<file path="config.mk">
export PLATFORM = sky130hd
export DESIGN_NAME = line_interp_step
export DESIGN_NICKNAME = d
export VERILOG_FILES = /design/src/rtl/line_interp_step.sv
export SDC_FILE = /design/constraint.sdc
export NUM_CORES = 1
export LEC_CHECK = 0
export CORE_ASPECT_RATIO = 1.1
export CORE_MARGIN = 2
export CORE_UTILIZATION = 30
export DETAILED_ROUTE_END_ITERATION = 10
export GPL_TIMING_DRIVEN = 0
export HOLD_SLACK_MARGIN = 0.1
export SLEW_MARGIN = 10
export SYNTH_ARGS = -nofsm -noshare
export SYNTH_HDL_FRONTEND = slang
export SYNTH_SLANG_ARGS = --single-unit
export TNS_END_PERCENT = 5
</file>
<file path="constraint.sdc">
create_clock -name pulse_clk -period 6.2 [get_ports pulse_clk]
set_clock_uncertainty 0.2 [all_clocks]
set_input_delay 0.62 -clock pulse_clk [delete_from_list [all_inputs] [get_ports pulse_clk]]
set_output_delay 0.62 -clock pulse_clk [all_outputs]
set_load 0.02 [all_outputs]
</file>
<file path="src/rtl/line_interp_step.sv">
// Linear interpolator step engine: runs one XY segment and emits axis step pulses.
// Optional LINE_FEED_DIV_EN adds a feed_div input that slows WORK ticks to one per feed_div+1 cycles.
module line_interp_step #(
  parameter int W = 16
) (
  input  logic         pulse_clk,
  input  logic         sys_rst_l,
  input  logic         start,
  input  logic         abort,
  input  logic [W-1:0] xe_abs,
  input  logic [W-1:0] ye_abs,
  input  logic         x_sign,
  input  logic         y_sign,
`ifdef LINE_FEED_DIV_EN
  input  logic [15:0]  feed_div,
`endif
  output logic         x_step,
  output logic         y_step,
  output logic         x_dir,
  output logic         y_dir,
  output logic         busy,
  output logic         done,
  output logic [W:0]   steps_left
);

  typedef enum logic [1:0] {IDLE, INIT, WORK, OVER} state_t;

  localparam logic [W:0] ONE = {{W{1'b0}}, 1'b1};

  state_t             state, state_nxt;
  logic [W-1:0]       xe_q, ye_q;
  logic signed [W+1:0] f_q;
  logic [W:0]         sum;
  logic               tick;
  logic               take_x;
  logic               step_now;

`ifdef LINE_FEED_DIV_EN
  logic [15:0] div_q, div_cnt;
  assign tick = (div_cnt == 16'd0);
`else
  assign tick = 1'b1;
`endif

  assign sum = {1'b0, xe_q} + {1'b0, ye_q};

  // X is preferred while the deviation is non-negative; a zero axis forces the other one.
  assign take_x   = (!f_q[W+1] && (xe_q != '0)) || (ye_q == '0);
  assign step_now = (state == WORK) && tick && !abort;

  // Step and done are decoded from state so the first step lands two cycles after start.
  assign x_step = step_now && take_x;
  assign y_step = step_now && !take_x;
  assign busy   = (state != IDLE);
  assign done   = (state == OVER) && !abort;

  always_comb begin
    state_nxt = state;
    if (abort) begin
      state_nxt = IDLE;
    end else begin
      case (state)
        IDLE:    if (start) state_nxt = INIT;
        INIT:    state_nxt = (sum == '0) ? OVER : WORK;
        WORK:    if (tick && (steps_left == ONE)) state_nxt = OVER;
        OVER:    state_nxt = IDLE;
        default: state_nxt = IDLE;
      endcase
    end
  end

  always_ff @(posedge pulse_clk or negedge sys_rst_l) begin
    if (!sys_rst_l) begin
      state      <= IDLE;
      xe_q       <= '0;
      ye_q       <= '0;
      x_dir      <= 1'b0;
      y_dir      <= 1'b0;
      f_q        <= '0;
      steps_left <= '0;
`ifdef LINE_FEED_DIV_EN
      div_q      <= '0;
      div_cnt    <= '0;
`endif
    end else begin
      state <= state_nxt;
      case (state)
        IDLE: begin
          if (start && !abort) begin
            xe_q  <= xe_abs;
            ye_q  <= ye_abs;
            x_dir <= x_sign;
            y_dir <= y_sign;
`ifdef LINE_FEED_DIV_EN
            div_q <= feed_div;
`endif
          end
        end
        INIT: begin
          f_q        <= '0;
          steps_left <= sum;
`ifdef LINE_FEED_DIV_EN
          div_cnt    <= '0;
`endif
        end
        WORK: begin
          if (step_now) begin
            if (take_x) f_q <= f_q - $signed({2'b00, ye_q});
            else        f_q <= f_q + $signed({2'b00, xe_q});
            steps_left <= steps_left - ONE;
`ifdef LINE_FEED_DIV_EN
            div_cnt    <= div_q;
          end else if (!tick) begin
            div_cnt    <= div_cnt - 16'd1;
`endif
          end
        end
        default: ;
      endcase
    end
  end

endmodule

</file>
==> After elaboration in Yosys (flattened, before gate mapping) <==
Cells that the tools add are included.
{ "op_classes": {"addsub": 4, "mul": 0, "div_mod_pow": 0, "magnitude_cmp": 0, "eq_ne": 7, "shifts": 0, "muxes": 10, "bitwise": 0, "n_reduce_logical": 19} }
{ "ops": {"columns": ["cell", "count"], "rows": [
  ["$mux 18", 2],
  ["$pmux 18 s2", 1],
  ["$pmux 17 s2", 1],
  ["$add 18x17->18", 1],
  ["$sub 18x17->18", 1],
  ["$add 16x16->17", 1],
  ["$eq 17x1->1 const B", 1],
  ["$logic_not 17->1", 1],
  ["$mux 17", 1],
  ["$sub 17x1->17 const B", 1],
  ["$logic_not 16->1", 1],
  ["$reduce_bool 16->1", 1],
  ["$pmux 2 s4", 1],
  ["$logic_and 1x1->1", 6],
  ["$mux 2", 3],
  ["$reduce_and 2->1", 3],
  ["$eq 2x2->1 const B", 2],
  ["$reduce_bool 2->1", 2],
  ["$logic_not 1->1", 3],
  ["$ne 3x2->1 const B", 1],
  ["$ne 3x3->1 const B", 1],
  ["$eq 2x1->1 const B", 1],
  ["$logic_not 2->1", 1],
  ["$ne 2x2->1 const B", 1],
  ["other kinds (2)", 2]
]} }
{ "word_totals": {"reg_bits": 71, "latch_bits": 0, "mem_bits_rw": 0, "rom_bits": 0, "out_inout_bits": 23, "mem_count": 0} }

==> Logic depth before layout (Yosys ltp) <==
{ "depth": {"depth_word": 6, "depth_mapped": 21, "depth_no_buf": 20} }

==> Worst setup path before layout <==
No wires, ideal clock.
{ "synth_timing": {"path_kind": "flip-flop to flip-flop", "from": "register xe_q[1]", "to": "register f_q[17]", "setup_time_ns": 0.096, "arrival_time_ns": 4.754, "slack_ns": 1.150, "path_stages_with_launch": 21, "path_buffers": 2, "path_cell_list": "dfrtp_1 -> inv_1 -> ha_1 -> or3b_1 -> or3_1 -> or3_1 -> buf_2 -> or4_4 -> nor2b_4 -> or2_4 -> buf_6 -> mux2i_1 -> ha_1 -> nor2b_1 -> o21ai_0 -> o21ai_0 -> a211oi_1 -> o31ai_1 -> o21ai_0 -> and3_1 -> o31ai_1"} }
{ "synth_between": {"elab_chain_cells": 6} }
{ "synth_rtl": {"columns": ["element", "line_no", "rtl"], "rows": [
  ["start, declared", "31", "logic [W-1:0] xe_q, ye_q;"],
  ["start signal, assigned", "90", "xe_q <= xe_abs;"],
  ["branches (longest 3 deep; another with $add 18x17->18)", null, null],
  ["$mux 18 *", "108", "if (take_x) f_q <= f_q - $signed({2'b00, ye_q});"],
  ["$mux 18 *", "107", "if (step_now) begin"],
  ["$pmux 18 s2 *", "87", "case (state)"],
  ["end signal, assigned", "108", null],
  ["end signal, assigned", "109", "else f_q <= f_q + $signed({2'b00, xe_q});"],
  ["end, declared", "32", "logic signed [W+1:0] f_q;"]
]} }
Every way passes the cells marked *. The select of a mux whose other input is x is not followed.
A chain may end at the register's enable or synchronous reset.

==> Worst setup path after layout <==
{ "layout_timing": {"from": "register xe_q[1]", "to": "register f_q[16]"} }
Same word-level chain as after synthesis.

==> metrics.csv <==
metric;value;unit
synth.avg_cell_area;9.19;sq um
rsz0062_at_grt;no;
synth_nets;638;
mostFrequentLayoutCells;dfrtp_1 (71), clkdlybuf4s50_1 (59), a21oi_1 (48);
fin_ws;0.354;ns
fp.coreArea;16900;sq um
synth_top_family_by_area;compound AO/OA/AOI/OAI gates;
synth_largest_area_cell;dfrtp_1;
arrival;5.86;ns
maxCapViolations;0;
gp_congestion;0.930;
die_x;129;microns
synth_compound_area_share;18.3;%
cts_root_buf;clkbuf_16;
grt_pass1_vias;4567;
antenna_found_initial;0;
hold_ws;0.291;ns
worstPathRequired;6.21;ns
period_share;94.3;%
slew_violations;0;
post-cts-setup-buffer-count;0;
areaGrowthSynthToFinish;23.8;%
overflow;0;
timing.final.hold_violations;0;
drt_iter0_drc;336;
nets;711;
start_util;30.3;%
antenna_cells;0;
path_common_cell;a21oi_1;
hpwlAfterDp;11.4;mm
synth_seq_cells;71;
setup.worst_path.start_class;register;
nFillCells;1709;
syn_inst;557;
setup_viol;0;
p_leak;2.70;nW
ios;61;
cpMaxStageDelayCell;a2111oi_0;
tns;0;ns
netlist.area_leader.share;34.7;%
dp_cells;826;
crit_chain;inv_1, ha_1, or3b_1, or3_1, or3_1, buf_2, or4_4, nor2b_4, or2_4, clkbuf_1, a21oi_1, ha_1, a21o_1, a2111oi_0, o211ai_1, a31oi_1, a21oi_1, a21oi_1, xor2_1, o21ai_0;
rows;50;
vias_per_cell;5.46;
die_y;141;microns
slew_headroom;43.1;%
wl;14.7;mm
seq_area;1780;sq um
timing.final.crit_period;5.85;ns
grt_pass1_wl;24.0;mm
num_vias;4602;
clk_latency;0.35;ns
fin_cells;843;
synth_fa_ha_area_share;10.8;%
power;4.07;mW
clk_pin_slew;0.06;ns
design_area;6340;sq um
tritoncts;yes;
synth_warnings;0;
drc_errors;0;
wire_per_inst;17.5;microns
ir_drop;0.244;mV
fmax;0.171;GHz
synthMuxAreaShare;8.48;%
layout_commonest_cell;dfrtp_1;
synthArstFlopShare;100;%
grt_max_degree;44;
ant_nets;0;
yosys.area_share.simple;17.1;%
dieArea;18100;sq um
outcome;finished, final reports clean;
cp-end-kind;register;
worst_pin_slew;0.851;ns
synth_flop_cell;dfrtp_1;
path_class;register to register;
critPathMaxStageDelay;0.52;ns
portBuffers;60;
post-route-util;37.5;%
place_area;6000;sq um
yosysSeqAreaShare;34.7;%
critPathMaxFanout;10;
min_path_type;register to register;
p_per_area;642;nW/um^2
yosysUniqueCellTypes;65;
synth_xor_area_share;7.53;%
syn-cell-area;5120;sq um
cts_buffers;9;
synth_edf_count;0;
htree_levels;3;
clock_path_buffers;2;
layout-drive-gt1-share;10.4;%
multi_input_area;3180;sq um
clock_sink_count;71;
dp_slack;0.408;ns
firstDrtPassIters;4;
grt.total_usage;16.9;%
synth_area_leaders;dfrtp_1 (35%), ha_1 (10%), mux2_2 (7.7%);
[where the power goes]
group	internal [mW]	switching, mW	total [mW]
Sequential	0.682	0.293	0.975
Combinational	1.11	1.41	2.52
Clock	0.363	0.209	0.573
Total	2.16	1.91	4.07
[cell families after synthesis]
kind of cell / Yosys count
flip-flops: 71
multiplexers: 39
AND/OR/NAND/NOR: 174
adder cells (fa/ha/maj): 43
AO/OA/AOI/OAI: 147
XOR/XNOR: 44
buffers and inverters: 39
[area by class of cell]
class / count / share of cell area [%]
multi-input combinational: 447 / 50.2
sequential: 71 / 28.0
timing repair buffer: 62 / 10.0
tap: 208 / 4.11
clock buffer: 11 / 3.83
clock inverter: 5 / 1.28
inverter: 21 / 1.24
buffer: 18 / 1.22
[sequential cells by signal, indices dropped and copies added, names as in the netlist]
signal / count
f_q: 18
state: 2
steps_left: 17
x_dir: 1
xe_q: 16
y_dir: 1
ye_q: 16
[timing repair]
item / CTS / global route
setup endpoints to repair: 0 / 1
resized for setup: 0 / 1
hold endpoints to repair: 28 / 0
hold buffers: 1 / 0
[layer usage]
layer | track usage [%] | wire [microns] | part of all wire, % | vias up
li1 | - | - | - | 2185
met1 | 23.4 | 6930 | 47 | 2253
met2 | 25.4 | 6510 | 44 | 134
met3 | 3.19 | 842 | 5.7 | 30
met4 | 7.95 | 437 | 3.0 | 0
met5 | 0 | 0 | 0 | -
[cells in the mapped netlist (3+ instances only)]
cell type  number
dfrtp_1        71
a21oi_1        48
nand2_1        47
nor2_1         45
ha_1           41
o21ai_0        36
mux2_2         35
xnor2_1        23
inv_1          21
xor2_1         21
clkbuf_1       15
nor3_1         15
a21o_1         10
nand3_1         9
nor4_1          9
nand2b_1        8
or3_1           6
o31ai_1         5
or2_2           5
a211oi_1        4
a22o_1          4
a31oi_1         4
and3_1          4
mux2i_1         4
nor2b_1         4
o31a_1          4
or4_1           4
a2111oi_0       3
a32o_1          3
nand4_1         3
o22ai_1         3
[worst paths after layout]
| kind | from | endpoint | slack (ns) | cells after the start |
|---|---|---|---|---|
| max in group asynchronous | sys_rst_l | f_q[8]$_DFFE_PN0P_ | 4.69 | 3 |
| hold / removal | f_q[15]$_DFFE_PN0P_ | f_q[15]$_DFFE_PN0P_ | 0.29 | 2 |
| setup / recovery | xe_q[1]$_DFFE_PN0P_ | f_q[16]$_DFFE_PN0P_ | 0.35 | 20 |
| min in group asynchronous | sys_rst_l | steps_left[8]$_DFFE_PN0P_ | 0.54 | 2 |
| hold reg to reg | f_q[15]$_DFFE_PN0P_ | f_q[15]$_DFFE_PN0P_ | 0.29 | 2 |
| setup reg to reg | xe_q[1]$_DFFE_PN0P_ | f_q[16]$_DFFE_PN0P_ | 0.35 | 20 |
[critical path: cells and delay by family, from the launching register on]
family,cells,cell delay [ns]
flops,1,0.45
fa+ha+maj,2,0.46
simple gates,6,2.00
buf+inv,3,0.49
compound gates,8,1.92
xor+xnor,1,0.17
Note: power is estimated with default switching activity, not from simulation.
